==> src/rtl/elevator_scheduler.sv <==
// SCAN request scheduler and door sequencer for a 3-floor car.
// Latches cab requests, issues one travel goal at a time and times the door dwell.
module elevator_scheduler #(
  parameter logic [1:0]  LF1        = 2'b00,
  parameter logic [1:0]  LF2        = 2'b01,
  parameter logic [1:0]  LF3        = 2'b10,
  parameter int unsigned DOOR_TICKS = 2
) (
  input  logic       door_clk,
  input  logic       button_reset,
  input  logic [2:0] req,
  input  logic [1:0] floor_in,
  input  logic       moving,
  input  logic       sos_mode,
  input  logic       weight_limit_exceeded,
  output logic [1:0] goal_floor,
  output logic       goal_valid,
  output logic       dir_up,
  output logic       door_open,
  output logic [2:0] pending,
  output logic [2:0] state
);

  localparam int unsigned CntW = $clog2(DOOR_TICKS + 1);
  localparam logic [CntW-1:0] CntLast = CntW'(DOOR_TICKS - 1);

  typedef enum logic [2:0] {
    StIdle     = 3'd0,
    StSelect   = 3'd1,
    StTravel   = 3'd2,
    StDoorOpen = 3'd3,
    StHalt     = 3'd4
  } state_e;

  state_e          state_q, state_d;
  logic [1:0]      goal_q, goal_d;
  logic            dir_q, dir_d;
  logic [2:0]      pending_q, pending_d;
  logic [CntW-1:0] cnt_q, cnt_d;

  logic [2:0] floor_oh;
  logic       floor_ok;
  logic       pend_here;
  logic       req_here;
  logic [2:0] up_oh, dn_oh, sel_oh;
  logic       eff_up, sel_up;
  logic [1:0] sel_goal;

  function automatic logic [1:0] oh_to_lf(input logic [2:0] oh);
    logic [1:0] lf;
    lf = LF1;
    if (oh[2]) begin
      lf = LF3;
    end else if (oh[1]) begin
      lf = LF2;
    end
    return lf;
  endfunction

  // Car position as a one-hot mask aligned with req/pending; all-zero when invalid.
  assign floor_oh  = {floor_in == LF3, floor_in == LF2, floor_in == LF1};
  assign floor_ok  = |floor_oh;
  assign pend_here = |(pending_q & floor_oh);
  assign req_here  = |(req & floor_oh);

  // Nearest pending floor strictly above / below the car.
  always_comb begin
    up_oh = 3'b000;
    dn_oh = 3'b000;
    if (floor_oh[0]) begin
      if (pending_q[1]) begin
        up_oh = 3'b010;
      end else if (pending_q[2]) begin
        up_oh = 3'b100;
      end
    end else if (floor_oh[1] && pending_q[2]) begin
      up_oh = 3'b100;
    end
    if (floor_oh[2]) begin
      if (pending_q[1]) begin
        dn_oh = 3'b010;
      end else if (pending_q[0]) begin
        dn_oh = 3'b001;
      end
    end else if (floor_oh[1] && pending_q[0]) begin
      dn_oh = 3'b001;
    end
  end

  // SCAN choice: keep direction while something lies ahead, otherwise reverse.
  always_comb begin
    eff_up = dir_q;
    if (floor_oh[2]) begin
      eff_up = 1'b0;
    end else if (floor_oh[0]) begin
      eff_up = 1'b1;
    end
    sel_up = eff_up;
    sel_oh = 3'b000;
    if (eff_up) begin
      if (|up_oh) begin
        sel_oh = up_oh;
      end else begin
        sel_oh = dn_oh;
        sel_up = 1'b0;
      end
    end else begin
      if (|dn_oh) begin
        sel_oh = dn_oh;
      end else begin
        sel_oh = up_oh;
        sel_up = 1'b1;
      end
    end
    sel_goal = oh_to_lf(sel_oh);
  end

  // A held button re-sets its bit after the door clears it.
  always_comb begin
    pending_d = pending_q;
    if (state_q == StDoorOpen) begin
      pending_d = pending_q & ~floor_oh;
    end
    pending_d = pending_d | req;
  end

  always_comb begin
    state_d = state_q;
    goal_d  = goal_q;
    dir_d   = dir_q;
    cnt_d   = '0;
    if (sos_mode) begin
      state_d = StHalt;
    end else begin
      case (state_q)
        StIdle: begin
          if (floor_ok) begin
            goal_d = floor_in;
            if (pend_here) begin
              state_d = StDoorOpen;
            end else if ((|pending_q) && !weight_limit_exceeded && !moving) begin
              state_d = StSelect;
            end
          end
        end
        StSelect: begin
          if (weight_limit_exceeded || !(|sel_oh)) begin
            state_d = StIdle;
          end else begin
            goal_d  = sel_goal;
            dir_d   = sel_up;
            state_d = StTravel;
          end
        end
        StTravel: begin
          if ((floor_in == goal_q) && !moving) begin
            state_d = StDoorOpen;
          end
        end
        StDoorOpen: begin
          if (weight_limit_exceeded || req_here) begin
            cnt_d = '0;
          end else if (cnt_q == CntLast) begin
            state_d = StIdle;
          end else begin
            cnt_d = cnt_q + 1'b1;
          end
        end
        StHalt: begin
          state_d = StIdle;
        end
        default: begin
          state_d = StIdle;
        end
      endcase
    end
  end

  always_ff @(posedge door_clk or posedge button_reset) begin
    if (button_reset) begin
      state_q   <= StIdle;
      goal_q    <= LF1;
      dir_q     <= 1'b1;
      pending_q <= 3'b000;
      cnt_q     <= '0;
    end else begin
      state_q   <= state_d;
      goal_q    <= goal_d;
      dir_q     <= dir_d;
      pending_q <= pending_d;
      cnt_q     <= cnt_d;
    end
  end

  assign goal_floor = goal_q;
  assign goal_valid = (state_q == StTravel);
  assign door_open  = (state_q == StDoorOpen);
  assign dir_up     = dir_q;
  assign pending    = pending_q;
  assign state      = state_q;

endmodule

==> config.mk <==
export PLATFORM = sky130hd
export DESIGN_NAME = elevator_scheduler
export DESIGN_NICKNAME = d
export VERILOG_FILES = /design/src/rtl/elevator_scheduler.sv
export SDC_FILE = /design/constraint.sdc
export NUM_CORES = 1
export LEC_CHECK = 0
export ABC_AREA = 1
export CORE_MARGIN = 4
export CORE_UTILIZATION = 35
export DETAILED_ROUTE_END_ITERATION = 8
export SLEW_MARGIN = 20
export SYNTH_ARGS = -nofsm -noshare
export SYNTH_HDL_FRONTEND = slang
export SYNTH_SLANG_ARGS = --single-unit
export TNS_END_PERCENT = 5
==> constraint.sdc <==
create_clock -name door_clk -period 2.1 [get_ports door_clk]
set_input_delay 0.42 -clock door_clk [delete_from_list [all_inputs] [get_ports door_clk]]
set_output_delay 0.42 -clock door_clk [all_outputs]
set_load 0.02 [all_outputs]
**Word level (Yosys, flattened, before mapping)**

Cells that the tools add are included.

- Input port bits: 10
- Flip-flop bits (word level): 11
- Output and inout port bits: 11

- Multiplexer cells: 35
- Bitwise gates (word level): 7
- Reduce and logical (&&, ||, !) cells: 23
- Equal/unequal tests: 14
- Add/subtract/negate cells: 1

Operators by type and width:

| kind | count |
|---|---|
| $mux W3 | 16 |
| $reduce_or A3 Y1 | 7 |
| $mux W2 | 9 |
| $pmux W3 S4 | 1 |
| $and A3 B3 Y3 | 3 |
| $mux W1 | 8 |
| $eq A3 B2 Y1 const B | 2 |
| $ne A3 B2 Y1 const B | 2 |
| $ne A3 B3 Y1 const B | 2 |
| $logic_and A1 B1 Y1 | 5 |
| $reduce_and A5 Y1 | 1 |
| $eq A2 B1 Y1 const B | 2 |
| $ne A2 B2 Y1 const B | 2 |
| $ne A4 B4 Y1 const B | 1 |
| $pmux W2 S2 | 1 |
| $reduce_and A4 Y1 | 1 |
| $eq A3 B1 Y1 const B | 1 |
| $logic_not A1 Y1 | 3 |
| $logic_not A3 Y1 | 1 |
| $not A3 Y3 | 1 |
| $or A3 B3 Y3 | 1 |
| $reduce_and A3 Y1 | 1 |
| $add A2 B1 Y2 const B | 1 |
| $eq A2 B2 Y1 | 1 |
| 5 further kinds | 7 |

**Depth between registers and ports, before layout**

- Depth after elaboration: 13
- Gate-level depth with buffers: 12
- Gate-level depth less buffers: 11

**Worst setup path after synthesis**

Ideal clock, no wire load.

- Kind: reg2reg
- Start point: register state_q[0], in the netlist state[0]
- End point: register state_q[1], in the netlist state[1]
- Setup time: 117 ps
- Cell stages (with the launch flop): 9
- Buffers on the path: 0
- Path slack: 560 ps
- Period minus slack after synthesis: 1540 ps
- Arrival: 1423 ps
- Data required time: 1983 ps
- Path through: dfrtp_1 > nor2_1 > inv_1 > nor2_1 > nand2_1 > nand3_2 > nor2_1 > nand3_1 > nand2_1

- Longest elaborated chain between the ends: 3
- Elaborated cells on any way between the ends: 12

RTL lines:

| what | line | RTL |
|---|---|---|
| start: declaration | 35 | `state_e state_q, state_d;` |
| start signal: assignment | 181 | `state_q <= StIdle;` |
| start signal: assignment | 187 | `state_q <= state_d;` |
| $eq A3 B2 Y1 * | n/a |  |
| via goal_valid | 17 | `output logic goal_valid,` |
| $ne A3 B2 Y1 (no source line) or $pmux W3 S4 (tied branches) | n/a |  |
| $reduce_and A5 Y1 (no source line) or $mux W3 (tied branches) | n/a |  |

Mark *: on every way through the listed nets, which the timed path passes. The rest lies on a longest branch.
A chain may end at the register's enable or synchronous reset.

**Worst setup path in the final report**

- Start point: register state_q[0], in the netlist state[0]
- End point: output port goal_valid

- Longest elaborated chain between the ends: 1

RTL lines:

| what | line | RTL |
|---|---|---|
| $eq A3 B2 Y1 | 196 | `assign goal_valid = (state_q == StTravel);` |
| end: declaration | 17 |  |

No other way between the ends.

==> results.txt <==
Status - completed
Setup TNS Final - 0 ps
Multi-input gate area - 476.7 sq um
Grt total ovfl - 0
Max IR drop VDD - 0.0003095 V
Vias in the first global route - 856
Actual slew at the worst max-slew pin - 453.7 ps
Post-route ant nets - 0
Gr usage total - 0.1397
Fin. Hold Viols - 0
Final wirelength - 1.996 mm
Non-filler cells, final - 179
Critical Path Sink Type - output port
CP Max Fanout - 4
Yosys reg bits - 11
Syn-to-layout area delta - 29.73%
First drt pass iteration count - 4
Post-CTS setup buffer count - 0
Data arrival, critical path - 1460 ps
Antenna cells - 0
Final period util - 0.8948
Ys async rst share - 1.000
Worst Skew - 6.683 ps
# clock sinks - 11
Mapped Area - 845.8 sq um
Most common cell after layout, fill and taps aside - nand2_1
DIE WIDTH - 57.16 um
Pleak - 0.5812 nW
Sequential fraction of the synthesis area - 0.3269
Most frequent CP cell - nor2_1
Final max-slew violation count - 0
Largest stage delay, worst path - 410 ps
Final setup fails - 0
CTS tree - done
Final cell utilization of the core - 0.4867
IO buf count - 20
Register area - 276.5 sq um
Clock transition at path regs - 70 ps
Net count after synthesis - 138
Fillers - 249
Die Ht - 57.16 um
Placed instance count - 175
Mapped Cells - 128
Crit path cell chain - nor2_1 > inv_1 > nor2_1 > dlygate4sd2_1
First-pass GRT wire length - 3.601 mm
Final HPWL DP - 1.655 mm
Fmax - 532.2 MHz
Startpoint Class - flip-flop
Slew headroom - 0.6972
Total power - 0.6106 mW
# rows - 17
Yosys cell types - 23
Post-DR vias/cell - 4.726
GP Congestion - 0.9185
P per Cell Area - 556.5 nW/um^2
Minimum clock period - 1879 ps
Skew-Pair Late Insertion Delay - 270 ps
Worst min path class - input port to asynchronous set/reset pin
Core Area - 2255 sq um
Num CTS Buffers - 3
Clock root cell - clkbuf_4
Most frequent cells in the layout - nand2_1 (39), inv_1 (18), clkdlybuf4s50_1 (18)
Starting density of the core - 0.3751
Max-cap violations - 0
Yosys warnings - 0
Drt initial violations - 15
Initial antenna violation count - 0
Unrepaired setup endpoints after global routing - false
DIE AREA - 3267 sq um
Layout cell share with drive strength beyond 1 - 0.1457
Mapped Avg Cell Area - 6.608 sq um
Fin nets - 162
I/O Pins - 21
Highest-delay cell along the critical path - dfrtp_1
Critical path class - flip-flop to output port
WL/cell - 11.15 um
Vias post-DR - 846
DRC violations left - 0
Largest net degree at the start of global routing - 12
Most used flip-flop cell after synthesis - dfrtp_1
CTS Buffer Depth - 2
H-tree depth - 1
Crit path required time - 1680 ps
Number of synthesized flops with an enable pin - 0
## power by group
group          internal, mW  total (mW)  leakage (nW)  switching [mW]
combinational        0.0900       0.212         0.438           0.122
clock                0.0737       0.148        0.0150          0.0748
sequential            0.233       0.251         0.128          0.0171
total                 0.397       0.611         0.581           0.213
## logic make-up (layout without fill, tap and decap cells)
| group | after synthesis | count (layout) | share of synthesized area |
|---|---|---|---|
| compound gates | 14 | 14 | 0.1035 |
| buf+inv | 22 | 45 | 0.1095 |
| flops | 11 | 11 | 0.3269 |
| simple gates | 81 | 81 | 0.4601 |
## metrics by stage
stage | area, sq um | setup WS (ps) | hold WS [ps]
after global routing | 1097 | 64.72 | 468.0
after detailed placement | 1074 | 52.64 | 500.5
after floorplan | 845.8 | 559.9 | 271.7
after global placement | 1074 | 75.77 | 491.4
final | 1097 | 220.9 | 443.4
after CTS | 1097 | 213.6 | 458.6
## critical path, delay by kind of cell, from the launching register on
family	cells	cell delay (ps)
buffers and inverters	2	440
DFF	1	410
and+or+nand+nor	2	320
## final timing paths
kind / start / to / slack [ps] / depth (start not counted)
setup / recovery: state[0] / goal_valid / 220 / 4
hold / removal: button_reset / pending[2] / 440 / 2
setup reg to reg: state[0] / state[1] / 710 / 8
hold reg to reg: goal_floor[0] / goal_floor[0] / 510 / 2
max in group asynchronous: button_reset / dir_up / 1310 / 2
min in group door_clk: goal_floor[0] / goal_floor[0] / 510 / 2
## cell usage after synthesis, types with 2 or more instances
library cell  instances  area share
a21oi_1               3       0.018
dfrtp_1              10        0.30
inv_1                18       0.080
nand2_1              39        0.17
nand2_2               5       0.037
nand2_4               4       0.053
nand3_1               9       0.053
nand3_2               2       0.024
nor2_1               17       0.075
nor2_2                2       0.015
o21ai_0               5       0.030
o21bai_1              2       0.018
o31ai_1               2       0.018
## registers in the layout, indices dropped and copies added (netlist names)
register	flops
pending	3
cnt_q	2
dir_up	1
goal_floor	2
state	3
## layout make-up
cell class              instances  area share
flip-flops and latches         11      0.2520
well taps                      28     0.03193
clock buffers                   4     0.02395
inverters                      20     0.07070
multi-input cells              95      0.4344
repair buffers                 21      0.1870
## per-layer routing
layer,track usage,share of wire,vias to the layer above
met2,0.2316,0.46,15
met4,0.05960,0.019,0
met1,0.1745,0.49,381
li1,-,-,445
met5,0,0,-
met3,0.02941,0.031,5
## what timing repair did
| item | in CTS | in global routing |
|---|---|---|
| hold buffers | 0 | 0 |
| endpoints found under the setup margin | 2 | 0 |
| gates resized for setup | 2 | 0 |
Note: power is estimated with default switching activity, not from simulation.
